File: src/rtl/booth_accumulator.sv
`default_nettype none
// ============================================================================
// Module   : booth_accumulator
// Purpose  : Saturating frame accumulator fed by Booth multiplier done pulses,
//            with a one-entry valid/ready result slot.
// Revision : 1.0
// ============================================================================
module booth_accumulator #(
    parameter int PROD_W  = 8,
    parameter int ACC_W   = 12,
    parameter int COUNT_N = 4
) (
    input  logic              clk,
    input  logic              reset,
    input  logic [PROD_W-1:0] mul_product,
    input  logic              mul_done,
    input  logic              clear,
    output logic [ACC_W-1:0]  acc_out,
    output logic              acc_sat,
    output logic              acc_valid,
    input  logic              acc_ready,
    output logic              overrun,
    output logic [7:0]        prod_cnt
);

    localparam int              c_SUM_W = ACC_W + 1;
    localparam logic [7:0]      c_LAST  = 8'(COUNT_N - 1);
    localparam logic [ACC_W-1:0] c_MAX  = {1'b0, {(ACC_W-1){1'b1}}};
    localparam logic [ACC_W-1:0] c_MIN  = {1'b1, {(ACC_W-1){1'b0}}};

    typedef enum logic [0:0] {SLOT_EMPTY = 1'b0, SLOT_FULL = 1'b1} slot_t;

    logic [ACC_W-1:0] r_acc;
    logic             r_fsat;
    logic [7:0]       r_cnt;
    logic             r_done_d;
    logic [ACC_W-1:0] r_acc_out;
    logic             r_acc_sat;
    logic             r_overrun;
    slot_t            r_slot;

    logic             w_ev;
    logic [c_SUM_W-1:0] w_prod_ext;
    logic [c_SUM_W-1:0] w_sum;
    logic             w_ovf;
    logic [ACC_W-1:0] w_sat_val;
    logic             w_complete;
    logic             w_xfer;

    assign w_ev       = mul_done & ~r_done_d;
    assign w_prod_ext = {{(c_SUM_W-PROD_W){mul_product[PROD_W-1]}}, mul_product};
    assign w_sum      = {r_acc[ACC_W-1], r_acc} + w_prod_ext;
    // The extra sum bit disagrees with the ACC_W sign bit exactly on overflow.
    assign w_ovf      = w_sum[ACC_W] ^ w_sum[ACC_W-1];
    assign w_sat_val  = w_ovf ? (w_sum[ACC_W] ? c_MIN : c_MAX) : w_sum[ACC_W-1:0];
    assign w_complete = w_ev & ~clear & (r_cnt == c_LAST);
    assign w_xfer     = (r_slot == SLOT_FULL) & acc_ready;

    always_ff @(posedge clk or negedge reset) begin
        if (!reset) begin
            r_acc     <= '0;
            r_fsat    <= 1'b0;
            r_cnt     <= 8'd0;
            r_done_d  <= 1'b1;
            r_acc_out <= '0;
            r_acc_sat <= 1'b0;
            r_overrun <= 1'b0;
            r_slot    <= SLOT_EMPTY;
        end else begin
            r_done_d <= mul_done;

            if (clear || w_complete) begin
                r_acc  <= '0;
                r_fsat <= 1'b0;
                r_cnt  <= 8'd0;
            end else if (w_ev) begin
                r_acc  <= w_sat_val;
                r_fsat <= r_fsat | w_ovf;
                r_cnt  <= r_cnt + 8'd1;
            end

            // A same-cycle transfer frees the slot for the new result.
            if (w_complete) begin
                if (r_slot == SLOT_EMPTY || acc_ready) begin
                    r_acc_out <= w_sat_val;
                    r_acc_sat <= r_fsat | w_ovf;
                    r_slot    <= SLOT_FULL;
                end else begin
                    r_overrun <= 1'b1;
                end
            end else if (w_xfer) begin
                r_slot <= SLOT_EMPTY;
            end
        end
    end

    assign acc_out   = r_acc_out;
    assign acc_sat   = r_acc_sat;
    assign acc_valid = (r_slot == SLOT_FULL);
    assign overrun   = r_overrun;
    assign prod_cnt  = r_cnt;

endmodule
`default_nettype wire
File: config.mk
export PLATFORM = sky130hd
export DESIGN_NAME = booth_accumulator
export DESIGN_NICKNAME = d
export VERILOG_FILES = /design/src/rtl/booth_accumulator.sv
export SDC_FILE = /design/constraint.sdc
export NUM_CORES = 1
export LEC_CHECK = 0
export CORE_MARGIN = 2
export CORE_UTILIZATION = 30
export CTS_CLUSTER_SIZE = 12
export DETAILED_ROUTE_END_ITERATION = 10
export PLACE_DENSITY = 0.5
export SYNTH_ARGS = -nofsm -noshare
export SYNTH_HDL_FRONTEND = slang
export SYNTH_SLANG_ARGS = --single-unit
File: constraint.sdc
create_clock -name clk -period 2.7 [get_ports clk]
set_input_delay 0.54 -clock clk [delete_from_list [all_inputs] [get_ports clk]]
set_output_delay 0.54 -clock clk [all_outputs]
set_load 0.01 [all_outputs]
== Yosys cells after proc, flatten, opt, wreduce, memory -nomap -nowiden ==
Cells that the tools add are included.
Word-level totals
  register bits after elaboration: 37
  input bits: 13
  output and inout port bits: 23
Cells by class
  $add $sub $neg: 2
  eq/ne operators: 2
  mux-type cells: 11
  bitwise gates (word level): 10
  reductions and logical operators: 7
Operators with widths (number)
  2-to-1 mux 12 bit: 4
  2-to-1 mux 8 bit: 2
  adder 12 x 8 -> 13 bit: 1
  adder 8 x 1 -> 8 bit, second input constant: 1
  equality test 8 x 2 -> 1 bit, second input constant: 1
  AND reduction 2 bit: 3
  2-to-1 mux 1 bit: 5
  bitwise AND 1 bit: 4
  inverter 1 bit: 4
  nonzero test 2 bit: 2
  logical OR 1 bit: 2
  inequality test 2 x 1 -> 1 bit, second input constant: 1
  OR 1 bit: 1
  bitwise XOR 1 bit: 1

== Logic depth before layout (Yosys ltp) ==
  depth after elaboration: 6
  depth in mapped cells: 11
  gate-level depth less buffers: 9

== Worst setup path before layout ==
Ideal clock, no wire load.
  path type: input to register
  start point: input mul_product[0]
  end point: register r_acc_out[2], in the netlist acc_out[2]
  arrival: 2.432 ns
  path slack: 0.144 ns
  cell stages on the path: 10
  path buffers: 1
  cells stage by stage: ha_1 -> inv_1 -> fa_1 -> nor2b_1 -> o31ai_1 -> a31oi_1 -> o21a_1 -> buf_2 -> maj3_1 -> mux2_2
Between the ends
  cells in the longest elaborated chain, start to end: 3
  elaborated cells between the ends (all ways): 4
RTL lines
  from (decl): RTL line 15  | input logic [PROD_W-1:0] mul_product,
  adder 12 x 8 -> 13 bit *: RTL line 52  | assign w_sum = {r_acc[ACC_W-1], r_acc} + w_prod_ext;
  2-to-1 mux 12 bit / bitwise XOR 1 bit (equally long branches): RTL line 55, 54
  2-to-1 mux 12 bit *: RTL line 55  | assign w_sat_val = w_ovf ? (w_sum[ACC_W] ? c_MIN : c_MAX) : w_sum[ACC_W-1:0];
  to (signal assigned): RTL line 85  | r_acc_out <= w_sat_val;
  to (decl): RTL line 37  | logic [ACC_W-1:0] r_acc_out;
Mark *: on every way between the ends. The rest lies on a longest branch, timed or not.
A chain may end at the register's enable or synchronous reset.

== Worst setup path after layout ==
  start point: input mul_product[3]
  end point: register r_acc_out[2], in the netlist acc_out[2]
The elaborated chain is that of the path after synthesis.

==> summary.txt <==
Outcome
  • Status: complete, no violations

Layout
  • Nets: 325
  • Sequential Area: 927 um2
  • Syn-to-layout area delta: 47.0%
  • Fill cell count: 712
  • Final Non-Filler Cells: 398
  • Area occupied by multi-input gates: 1430 um2
  • Layout cells sized above 1: 0.321
  • Antenna diodes: 0
  • Fin util: 0.454

Placement
  • Dpl hpwl: 4.16 mm
  • IO buf count: 35
  • Gpl congestion: 0.823
  • Placed cells: 385

Timing
  • RSZ-0062 raised after global routing: false
  • Relative slew margins: 0.230
  • Fin crit share: 0.969
  • Final Hold Fails: 0
  • Layout Skew: 0.00451 ns
  • Final setup viols: 0
  • Slew Limit Fails: 0
  • Final min period: 2.62 ns
  • Worst-margin pin slew: 1.15 ns
  • Maximum clock rate: 382 MHz
  • Hold WS: 0.366 ns

Power and ir drop
  • VDD IR-drop max: 0.253 mV
  • Leak: 1.45 nW
  • Power Total: 1.72 mW
  • Pwr Density: 525 nW/um2

Floorplan
  • Row cnt: 31
  • Die width: 90.2 um
  • Core area: 7210 um2
  • Initial Utilization: 0.309
  • DIE AREA: 8130 um2
  • I/O pin cnt: 36
  • Die extent in y: 90.2 um

Clock network
  • H-Tree Depth: 2
  • TritonCTS Buffers: 5
  • CTS tree: built
  • # hold bufs at CTS: 0
  • Root buf cell: clkbuf_8
  • Reg clk slew, reported paths: 0.08 ns
  • Clock Latency Late Sink: 0.28 ns
  • CTS Sinks: 37
  • Clock buffer depth: 2

Flow run
  • Max-cap violations: 0

Worst setup path
  • CP Data Arrival Time: 2.78 ns
  • Data required time of the critical path: 2.87 ns
  • Reg2Reg Depth: 9
  • R2R setup slack: 0.28 ns
  • CP max stage cell: clkdlybuf4s50_1
  • Critical path's top delay family: compound AO/OA/AOI/OAI gates
  • RR Startpoint: r_acc[0]
  • CP Capture Type: flop
  • Crit-path max cell delay: 0.50 ns
  • Crit path cell chain: clkdlybuf4s50_1 -> ha_2 -> o211a_1 -> o31ai_4 -> a31oi_2 -> o21a_2 -> buf_4 -> maj3_2 -> mux2_2
  • RR Endpoint: acc_out[3]
  • Worst Setup Start Kind: primary input
  • Critical path class: in -> reg
  • WP buf/inv: 2
  • Crit-path max FO: 4

Global route
  • Vias in the first global route: 2038
  • Total GRT Usage: 0.147
  • GR Util met2: 0.242
  • Largest net degree at the start of global routing: 38
  • Busiest layer in global routing: met2
  • Grt met1 use: 0.202
  • Initial antenna violation count: 0
  • Met3 GRT Util: 0.0293
  • Global-route wire length before repair: 9.83 mm
  • Remaining global-route overflow: 0

Drt
  • Average routed wire per standard cell: 14.4 um
  • DRT Pass-1 Iters: 4
  • Drc violations: 0
  • Post-Route WL: 5.72 mm
  • Vias per cell: 4.84
  • Post-route ant nets: 0
  • Starting DRT DRC Count: 44
  • Vias: 1928

Logic synthesis
  • Synth unique cells: 51
  • Seq/Total Area, Yosys: 0.416
  • Top-area cell type share of the netlist area: 0.404
  • Synthesis-stage register bit count: 37
  • Mapped Area: 2230 um2
  • Top cell type by total area after synthesis: dfrtp_1
  • Post-synthesis instance total: 223
  • Synth cell count leaders: dfrtp_1 (36), nand2_1 (18), a21oi_1 (16)
  • YS warnings: 0
  • Most numerous cell in the Yosys netlist: dfrtp_1
  • Ys async rst share: 1.00
  • Synth Net Count: 250
  • Leading post-synthesis cells by cell area: dfrtp_1 (40%), ha_1 (7.3%), a21oi_1 (3.6%)
  • Most used DFF post-synth: dfrtp_1
  • Mean Syn Cell Area: 9.99 um2
  • Post-synth EDFFs: 0

Worst hold path
  • Worst hold path class: in -> async
## per-stage QoR
stage          setup slack (ns)  TNS [ns]  instance area (um2)
2_1_floorplan             0.144         0                 2230
3_3_place_gp             -0.541    -11.02                 2940
3_5_place_dp             -0.565    -11.25                 2940
4_1_cts                 0.00255         0                 3180
5_1_grt                  0.0166         0                 3270
6_report                 0.0845         0                 3270
## report_power, final
part | internal, mW | total, mW | switching, mW
Combinational | 0.371 | 0.717 | 0.346
Sequential | 0.591 | 0.621 | 0.0298
Clock | 0.179 | 0.381 | 0.202
## flip-flops by register name, indices dropped and copies added (netlist names)
signal	flops
overrun	1
acc_valid	1
r_done_d	1
prod_cnt	8
r_fsat	1
r_acc	12
acc_sat	1
acc_out	12
## per-layer routing
metal,wire (um),vias up
li1,-,969
met3,144,4
met4,58,0
met5,0,-
met2,2670,25
met1,2850,930
## cells by family (layout without fill, tap and decap cells)
logic type / after synthesis / in the layout / share of synthesized area
xor+xnor: 11 / 11 / 0.0433
simple gates: 61 / 61 / 0.150
fa+ha+maj: 21 / 21 / 0.115
compound gates: 67 / 67 / 0.200
flops: 37 / 37 / 0.416
buf+inv: 18 / 94 / 0.0360
mux: 8 / 8 / 0.0399
## what timing repair did
item / 4_1_cts / 5_1_grt
endpoints found under the setup margin: 23 / 17
hold endpoints to repair: 0 / 0
pin swaps: 14 / 6
setup buffers: 5 / 0
resized for setup: 32 / 16
## worst max path at each step
stage | startpoint | endpoint | slack (ns) | cells past startpoint
6_report | mul_product[3] | acc_out[2] | 0.08 | 9
5_1_grt | mul_product[5] | r_acc[1] | 0.02 | 10
4_1_cts | mul_product[4] | acc_out[3] | 0.003 | 9
3_5_place_dp | mul_product[0] | acc_out[6] | -0.56 | 11
3_3_place_gp | mul_product[0] | acc_out[3] | -0.54 | 11
2_1_floorplan | mul_product[0] | acc_out[2] | 0.14 | 10
## placed cells by master, fill, tap and decap left out, drive strengths merged, types with 10 or more instances in the layout
cell	netlist	routed
nand2	19	19
buf	4	42
dfrtp	36	36
ha	13	13
clkdlybuf4s50	0	29
o21ai	14	14
inv	10	10
nor2	12	12
a21oi	16	16
## area by class of cell
class,instances,share of cell area
clock buffer,6,0.0222
clock inverter,2,0.00306
inverter,10,0.0115
multi-input combinational,168,0.437
sequential,37,0.283
tap,99,0.0378
timing repair buffer,76,0.205
No activity file was read; power rests on OpenSTA's default activity.
